$ cat src/rtl/spi_master_multi.sv
// SPI master with selectable slave, per-transfer SPI mode (cpol/cpha) and
// fixed SCLK divider. One word of DATA_W bits is exchanged MSB first per
// accepted start; the received word is published only when the transfer ends.
module spi_master_multi #(
    parameter int DATA_W = 8,
    parameter int NUM_SS = 2,
    parameter int CLKDIV = 4,
    parameter int SS_W   = (NUM_SS > 1) ? $clog2(NUM_SS) : 1
) (
    input  logic              clk_clk,
    input  logic              reset_reset,
    input  logic              start,
    input  logic [DATA_W-1:0] tx_data,
    input  logic [SS_W-1:0]   ss_sel,
    input  logic              cpol,
    input  logic              cpha,
    output logic              busy,
    output logic              done,
    output logic              err,
    output logic [DATA_W-1:0] rx_data,
    output logic              spi0_SCLK,
    output logic              spi0_MOSI,
    input  logic              spi0_MISO,
    output logic [NUM_SS-1:0] spi0_SS_n
);

    localparam int DIV_W  = (CLKDIV > 1) ? $clog2(CLKDIV) : 1;
    localparam int EDGE_W = $clog2(2 * DATA_W + 1);
    localparam logic [DIV_W-1:0]  DIV_LAST  = DIV_W'(CLKDIV - 1);
    localparam logic [EDGE_W-1:0] EDGE_LAST = EDGE_W'(2 * DATA_W);
    localparam logic [SS_W:0]     SS_LIMIT  = NUM_SS[SS_W:0];

    typedef enum logic [2:0] {S_IDLE, S_LEAD, S_SHIFT, S_TRAIL, S_DONE} state_t;

    state_t              r_state;
    state_t              w_state_nxt;
    logic [DIV_W-1:0]    r_div;
    logic [EDGE_W-1:0]   r_edge;
    logic [DATA_W-1:0]   r_tx;
    logic [DATA_W-1:0]   r_rx;
    logic [DATA_W-1:0]   r_rx_data;
    logic [SS_W-1:0]     r_ss;
    logic                r_cpha;
    logic                r_sclk;
    logic                r_mosi;
    logic                r_err;
    logic                w_tick;
    logic                w_accept;
    logic                w_reject;
    logic                w_edge;
    logic                w_sample;

    assign spi0_SCLK = r_sclk;
    assign spi0_MOSI = r_mosi;
    assign err       = r_err;
    assign rx_data   = r_rx_data;

    // Edge n+1 is leading when r_edge is even; sample on leading for cpha=0,
    // on trailing for cpha=1, and shift MOSI on the other edge.
    assign w_sample = (r_edge[0] == r_cpha);

    // State register
    always_ff @(posedge clk_clk or posedge reset_reset) begin
        if (reset_reset) begin
            r_state <= S_IDLE;
        end else begin
            r_state <= w_state_nxt;
        end
    end

    // Next-state logic, request decode, SCLK edge generation and status outputs
    always_comb begin
        w_state_nxt = r_state;
        w_tick      = (r_div == DIV_LAST);
        w_accept    = 1'b0;
        w_reject    = 1'b0;
        w_edge      = 1'b0;
        busy        = 1'b0;
        done        = 1'b0;
        case (r_state)
            S_IDLE, S_DONE: begin
                done        = (r_state == S_DONE);
                w_state_nxt = S_IDLE;
                if (start) begin
                    if ({1'b0, ss_sel} < SS_LIMIT) begin
                        w_accept    = 1'b1;
                        w_state_nxt = S_LEAD;
                    end else begin
                        w_reject    = 1'b1;
                    end
                end
            end
            S_LEAD: begin
                busy = 1'b1;
                if (w_tick) begin
                    w_edge      = 1'b1;
                    w_state_nxt = S_SHIFT;
                end
            end
            S_SHIFT: begin
                busy = 1'b1;
                if (w_tick) begin
                    // The last divider period after edge 2*DATA_W carries no edge.
                    if (r_edge == EDGE_LAST) begin
                        w_state_nxt = S_TRAIL;
                    end else begin
                        w_edge = 1'b1;
                    end
                end
            end
            S_TRAIL: begin
                busy = 1'b1;
                if (w_tick) begin
                    w_state_nxt = S_DONE;
                end
            end
            default: begin
                w_state_nxt = S_IDLE;
            end
        endcase
    end

    // Transfer datapath: latch request, divide clock, shift both directions
    always_ff @(posedge clk_clk or posedge reset_reset) begin
        if (reset_reset) begin
            r_div     <= '0;
            r_edge    <= '0;
            r_tx      <= '0;
            r_rx      <= '0;
            r_rx_data <= '0;
            r_ss      <= '0;
            r_cpha    <= 1'b0;
            r_sclk    <= 1'b0;
            r_mosi    <= 1'b0;
            r_err     <= 1'b0;
        end else begin
            r_err <= w_reject;
            if (w_accept) begin
                r_div  <= '0;
                r_edge <= '0;
                r_ss   <= ss_sel;
                r_cpha <= cpha;
                r_sclk <= cpol;
                r_rx   <= '0;
                // cpha=0 puts the MSB on the line immediately; cpha=1 waits for edge 1.
                if (cpha) begin
                    r_tx   <= tx_data;
                    r_mosi <= 1'b0;
                end else begin
                    r_tx   <= {tx_data[DATA_W-2:0], 1'b0};
                    r_mosi <= tx_data[DATA_W-1];
                end
            end else if (busy) begin
                r_div <= w_tick ? '0 : r_div + 1'b1;
                if (w_edge) begin
                    r_edge <= r_edge + 1'b1;
                    r_sclk <= ~r_sclk;
                    if (w_sample) begin
                        r_rx <= {r_rx[DATA_W-2:0], spi0_MISO};
                    end else begin
                        r_mosi <= r_tx[DATA_W-1];
                        r_tx   <= {r_tx[DATA_W-2:0], 1'b0};
                    end
                end
                if (w_state_nxt == S_DONE) begin
                    r_rx_data <= r_rx;
                    r_mosi    <= 1'b0;
                end
            end else begin
                r_mosi <= 1'b0;
            end
        end
    end

    // One-hot active-low slave select, only while a transfer is in progress
    always_comb begin
        spi0_SS_n = '1;
        for (int i = 0; i < NUM_SS; i++) begin
            if (busy && (r_ss == SS_W'(i))) begin
                spi0_SS_n[i] = 1'b0;
            end
        end
    end

endmodule

$ cat config.mk
export PLATFORM = sky130hd
export DESIGN_NAME = spi_master_multi
export DESIGN_NICKNAME = d
export VERILOG_FILES = /design/src/rtl/spi_master_multi.sv
export SDC_FILE = /design/constraint.sdc
export NUM_CORES = 1
export LEC_CHECK = 0
export ABC_CLOCK_PERIOD_IN_PS = 3780
export CORE_AREA = 2 2 73 75
export DETAILED_ROUTE_END_ITERATION = 12
export DIE_AREA = 0 0 75 77
export GPL_ROUTABILITY_DRIVEN = 0
export HOLD_SLACK_MARGIN = 0.12
export PLACE_DENSITY_LB_ADDON = 0.1
export SLEW_MARGIN = 40
export SYNTH_ARGS = -nofsm -noshare
export SYNTH_HDL_FRONTEND = slang
export SYNTH_SLANG_ARGS = --single-unit
$ cat constraint.sdc
create_clock -name clk_clk -period 3.78 [get_ports clk_clk]
set_clock_uncertainty 0.05 [all_clocks]
set_input_delay 0.756 -clock clk_clk [delete_from_list [all_inputs] [get_ports clk_clk]]
set_output_delay 0.756 -clock clk_clk [all_outputs]
set_load 0.005 [all_outputs]
==> flow_summary.toml, run 1 <==
[final_layout]
area.growth.synth_to_final_pct = 20.5
final_area_um2 = 2310
finalNonFillerCells = 276
final_core_util_pct = 46.4
fin_nets = 223
diodes = 0
drive_gt1_share_pct = 16.5

[sta]
slew_headroom_pct = 58.2
tns_ns = 0
timing.fmax_mhz = 407
finalSetupViolCount = 0
min_period_over_period_pct = 64.9
hold_violations = 0
worst_slew_pin_slew_ns = 0.627
rsz0062_at_grt = "no"
slew_viol_final = 0
min_period_ns = 2.46

[synthesis]
synthXorXnorAreaFrac_pct = 2.68
synth_edf_count = 0
async_reset_ff_share_pct = 100
synth-simple-area-share_pct = 16.1
syn-num-nets = 198
synth_fa_ha_area_share_pct = 1.96
synth_compound_area_share_pct = 9.46
synth.cell_area_um2 = 1920
syn_area_per_cell_um2 = 10.6
syn_inst = 180
yosysUniqueCellTypes = 38
synthMuxAreaShare_pct = 14.6
synth_seq_cells = 38
yosysSeqAreaShare_pct = 49.6
ys_warn_count = 0
synth_top_family_by_area = "simple AND/OR/NAND/NOR gates"
synth_flop_cell = "dfrtp_1"

[route]
routed_via_density = 4.86
dr.pass1.iters = 4
drc_errors = 0
wire_per_inst_um = 13.0
drtAntennaViolNets = 0
drt-initial-drc-count = 77
wl_um = 3590
vias = 1341

[floorplanning]
start_util_pct = 38.5
die_h_um = 77
boundaryPins = 30
core_um2 = 4980
die_area_um2 = 5780
die_w_um = 75
rows = 26

[clock_network]
postCtsSetupRepairBufs = 0
hold_buffers = 0
root_buffer = "clkbuf_8"
clk_latency_ns = 0.29
cts_max_path_buffers = 2
cts_tree = "built"
path_clk_slew_ns = 0.07
cts_sinks = 38
ctsResizeCount = 0
numCtsBuffers = 5
htree_levels = 2

[grt]
top_usage_layer = "met2"
grt_max_degree = 25
grt_pass1_vias = 1299
met3_usage_pct = 4.60
use_met1_pct = 18.0
use_met2_pct = 22.5
grt_first_pass_wirelength_um = 6190
antenna_found_initial = 0
grt_usage_pct = 14.1
overflow = 0

[critical_path]
critPathRequiredTime_ns = 2.97
r2r_start = "r_edge[0]"
critical_path.max_fanout = 10
startpoint = "r_state[0]"
critPathLaunchType = "flip-flop"
cp-end-kind = "output port"
rrSetupSlack_ns = 1.66
crit_chain = "o21ba_2, nand2b_1, clkdlybuf4s50_1"
crit_arrival_ns = 1.65
critPathSlowestCell = "clkdlybuf4s50_1"
max_stage_delay_ns = 0.50
crit_type = "reg2out"

[placed_design]
place_hpwl_um = 2520
io_buffer_count = 28
post-place-cells = 268
place_area_um2 = 2220

[hold_path]
min_path_type = "reg2reg"
hp-start = "r_edge[4]"

[power]
p_per_area_nw_per_um2 = 725
ir_drop_mv = 0.389
p_leak_nw = 1.06

[job]
cap_violations = 0

[status]
status = "finished clean"
==> metrics by stage <==
stage / total power [mW] / setup WS [ns] / hold WS (ns)
after global routing: 1.82 / 1.24 / 0.461
after detailed placement: 1.41 / 1.28 / 0.432
after global placement: 1.38 / 1.32 / 0.419
after CTS: 1.71 / 1.31 / 0.450
after floorplan: 1.18 / 1.91 / 0.395
final: 1.67 / 1.32 / 0.446
==> logic make-up (layout without fill, tap and decap cells) <==
logic type | Yosys count | in the layout
AND/OR/NAND/NOR | 63 | 63
flip-flops | 38 | 38
AO/OA/AOI/OAI | 26 | 26
multiplexers | 26 | 26
buffers and inverters | 18 | 44
XOR/XNOR | 5 | 5
adder cells (fa/ha/maj) | 3 | 3
other | 1 | 1
==> cells in the final DEF (no fill, tap or decap), types with 2 or more instances in the layout <==
cell | netlist | final
a211oi_1 | 2 | 2
a21oi_1 | 9 | 9
a22o_1 | 2 | 2
buf_4 | 5 | 2
clkbuf_8 | 0 | 6
clkdlybuf4s50_1 | 0 | 28
dfrtp_1 | 38 | 38
ha_1 | 3 | 3
inv_1 | 6 | 5
mux2_1 | 4 | 4
mux2_2 | 11 | 11
mux2i_1 | 11 | 11
nand2_1 | 24 | 24
nand3_1 | 11 | 11
nand4_1 | 3 | 3
nor2_1 | 13 | 13
nor2b_1 | 2 | 2
o21ai_0 | 2 | 2
o21ai_2 | 8 | 8
xnor2_1 | 2 | 2
xor2_1 | 2 | 2
==> worst max-delay path, delay by kind of cell, from the launching register on <==
| family | cells | cell delay (ns) |
|---|---|---|
| flip-flops | 1 | 0.48 |
| buffers and inverters | 1 | 0.50 |
| AO/OA/AOI/OAI | 1 | 0.30 |
| AND/OR/NAND/NOR | 1 | 0.08 |
==> where the power goes <==
group / switching (mW) / leakage (nW) / internal, mW / total, mW
clock: 0.140 / 0.0482 / 0.147 / 0.287
combinational: 0.323 / 0.507 / 0.374 / 0.697
sequential: 0.124 / 0.500 / 0.566 / 0.690
total: 0.587 / 1.06 / 1.09 / 1.67
==> path summary, 6_finish.rpt <==
path | to | depth (start not counted)
worst min-delay path | r_edge[4] | 1
worst max-delay path | spi0_SS_n[0] | 3
worst min register to register | r_edge[4] | 1
min in group asynchronous | r_rx[0] | 2
max in group asynchronous | rx_data[2] | 3
worst max register to register | r_rx[0] | 6
==> routing by layer <==
| layer | wire (um) | part of all wire (%) |
|---|---|---|
| met2 | 1790 | 50 |
| met3 | 163 | 4.5 |
| met5 | 0 | 0 |
| met1 | 1590 | 44 |
| met4 | 43 | 1.2 |
==> cell usage after synthesis (2+ instances only) <==
cell type / n / area share (%)
nand4_1: 3 / 0.98
xnor2_1: 2 / 0.91
buf_6: 2 / 1.2
mux2i_1: 11 / 5.7
nor2b_1: 2 / 0.65
nand2_1: 24 / 4.7
mux2_1: 4 / 2.3
dfrtp_1: 38 / 50
inv_1: 6 / 1.2
o21ai_0: 2 / 0.52
nor2_1: 13 / 2.5
clkbuf_1: 3 / 0.59
buf_4: 5 / 2.0
a21oi_1: 9 / 2.3
a22o_1: 2 / 0.91
o21ai_2: 8 / 3.7
xor2_1: 2 / 0.91
ha_1: 3 / 2.0
a211oi_1: 2 / 0.78
nand3_1: 11 / 2.9
mux2_2: 11 / 6.5
==> cell type report <==
cell class	instances	area [um^2]
clock buffer	7	86.3
clock inverter	1	5.00
fill	484	2670
inverter	6	22.5
multi-input combinational	124	862
sequential	38	951
tap	70	87.6
timing repair buffer	30	295
==> flip-flops by register name (all words and copies together) (netlist names) <==
signal,cells
r_edge,5
r_ss,1
r_state,3
rx_data,8
spi0_SCLK,1
spi0_MOSI,1
r_tx,8
r_div,2
r_cpha,1
r_rx,8
(Power assumes the default switching activity.)
==> inputs of run 2 (changes only) <==
Settings changed: ABC_CLOCK_PERIOD_IN_PS 3780 to 2200.
Clock period 3.78 ns to 2.2 ns, I/O delays scaled along.
==> run 2 against run 1 <==
- die area stayed put
- register-to-register slack worse by 1.4 ns
- total power is 71% higher
- core utilization is 0.25 points higher
- worst hold slack worse by 0.017 ns
- via count is 0.75% lower
- worst setup slack worse by 1.2 ns
- final area is 0.54% higher
- largest power group unchanged
==> flow_summary.toml, run 2 (synthesis results as in run 1) <==
[status]
status = "finished clean"

[power]
switching_share_pct = 35.1
p_per_area_nw_per_um2 = 1230
clock_power_share_pct = 15.7
p_int_mw = 1.86
pwr-share-seq_pct = 41.2
ir_drop_mv = 0.509
netSwitchingPower_mw = 1.01
power_mw = 2.86
pwr-share-comb_pct = 43.1
p_leak_nw = 1.07

[floorplanning]
die_h_um = 77
die_area_um2 = 5780
core_um2 = 4980
rows = 26
start_util_pct = 38.5
boundaryPins = 30
die_w_um = 75

[final_layout]
diodes = 0
fin_nets = 226
final_cell_mix = "dfrtp_1, clkdlybuf4s50_1, nand2_1"
drive_gt1_share_pct = 18.3
final_area_um2 = 2320
area.growth.synth_to_final_pct = 21.1
final_common_cell = "dfrtp_1"
n_fill_cell = 490

[hold_path]
min_path_type = "reg2reg"
min_to = "r_edge[4]"
hp-start = "r_edge[4]"
holdPathStages = 1

[critical_path]
r2r_cells = 5
critPathSlowestCell = "clkdlybuf4s50_1"
critPathLaunchType = "flip-flop"
crit_arrival_ns = 1.61
critical_path.max_fanout = 10
r2r_start = "r_div[0]"
crit_type = "reg2out"
critPathRequiredTime_ns = 1.71
crit_chain = "o21ba_2, nand2_1, clkdlybuf4s50_1"
reg2reg_to = "r_rx[5]"
max_stage_delay_ns = 0.49
rrSetupSlack_ns = 0.28
startpoint = "r_state[0]"
cp-end-kind = "output port"

[clock_network]
path_clk_slew_ns = 0.07
numCtsBuffers = 5
root_buffer = "clkbuf_8"
cts_max_path_buffers = 2
clk_latency_ns = 0.29
cts_sinks = 38
cts_tree = "built"
postCtsSetupRepairBufs = 0
htree_levels = 2

[route]
dr.pass1.iters = 4
routed_via_density = 4.79
drc_errors = 0
wl_um = 3490
vias = 1331
drt-initial-drc-count = 48
drtAntennaViolNets = 0
wire_per_inst_um = 12.5

[grt]
grt_pass1_vias = 1279
antenna_found_initial = 0
overflow = 0
grt_usage_pct = 13.6
grt_first_pass_wirelength_um = 5950
grt_max_degree = 39

[sta]
finalSetupViolCount = 0
worst_slew_pin_slew_ns = 0.496
slew_headroom_pct = 66.8
setup_ws_ns = 0.103
min_period_over_period_pct = 95.3
min_period_ns = 2.10
hold_violations = 0
timing.fmax_mhz = 477
tns_ns = 0
rsz0062_at_grt = "no"
slew_viol_final = 0

[placed_design]
io_buffer_count = 28
place_hpwl_um = 2470
place_area_um2 = 2240
post-place-ws_ns = 0.165

[job]
cap_violations = 0
run 2: final cells by class:
class	instances	area, um^2	share of cell area [%]
Tap cell	70	87.6	3.77
Clock inverter	2	10.0	0.431
Inverter	6	22.5	0.970
Timing Repair Buffer	33	318	13.7
Multi-Input combinational cell	124	862	37.1
Sequential cell	38	953	41.1
Clock buffer	5	68.8	2.96
run 2: metal layers:
| metal | GRT usage [%] | up-vias | routed length, um |
|---|---|---|---|
| met5 | 0 | - | 0 |
| met2 | 19.9 | 26 | 1670 |
| met1 | 18.5 | 637 | 1610 |
| li1 | - | 666 | - |
| met3 | 4.86 | 2 | 186 |
| met4 | 4.29 | 0 | 16 |
run 2: worst max path at each step:
stage | end | slack [ns] | cells past startpoint
2_1_floorplan | r_rx[0] | 0.52 | 9
3_3_place_gp | r_tx[3] | 0.20 | 4
3_5_place_dp | r_tx[1] | 0.17 | 4
4_1_cts | spi0_SS_n[0] | 0.06 | 3
5_1_grt | spi0_SS_n[0] | 0.02 | 3
6_report | spi0_SS_n[1] | 0.10 | 3
run 2: through the flow:
step	cells	hold WS, ns	utilization [%]
floorplan	180	0.395	-
global placement	271	0.419	45.0
detailed placement	271	0.427	45.0
CTS	278	0.437	46.6
global route	278	0.444	46.7
finish	278	0.428	46.7
run 2: power by group through the flow:
stage | clock network [mW] | logic (mW) | registers [mW]
6_report | 0.449 | 1.24 | 1.18
5_1_grt | 0.497 | 1.40 | 1.23
4_1_cts | 0.465 | 1.26 | 1.18
3_5_place_dp | 0 | 1.26 | 1.19
3_3_place_gp | 0 | 1.23 | 1.18
2_1_floorplan | 0 | 0.904 | 1.12
run 2: worst max-delay path, delay by kind of cell (launching register included):
kind	cells	cell delay [ns]
buffers and inverters	1	0.49
DFF	1	0.48
AOI/OAI and AO/OA	1	0.28
and+or+nand+nor	1	0.08
run 2: repair_timing:
item | 4_1_cts | 5_1_grt
gates resized for setup | 0 | 2
endpoints found under the setup margin | 0 | 2
hold buffers | 0 | 0
==> inputs of run 3 (changes only) <==
Settings changed: SLEW_MARGIN 40 to 20.
==> results of run 3 <==
No change in the layout: final DEF, timing and power equal those of run 2.
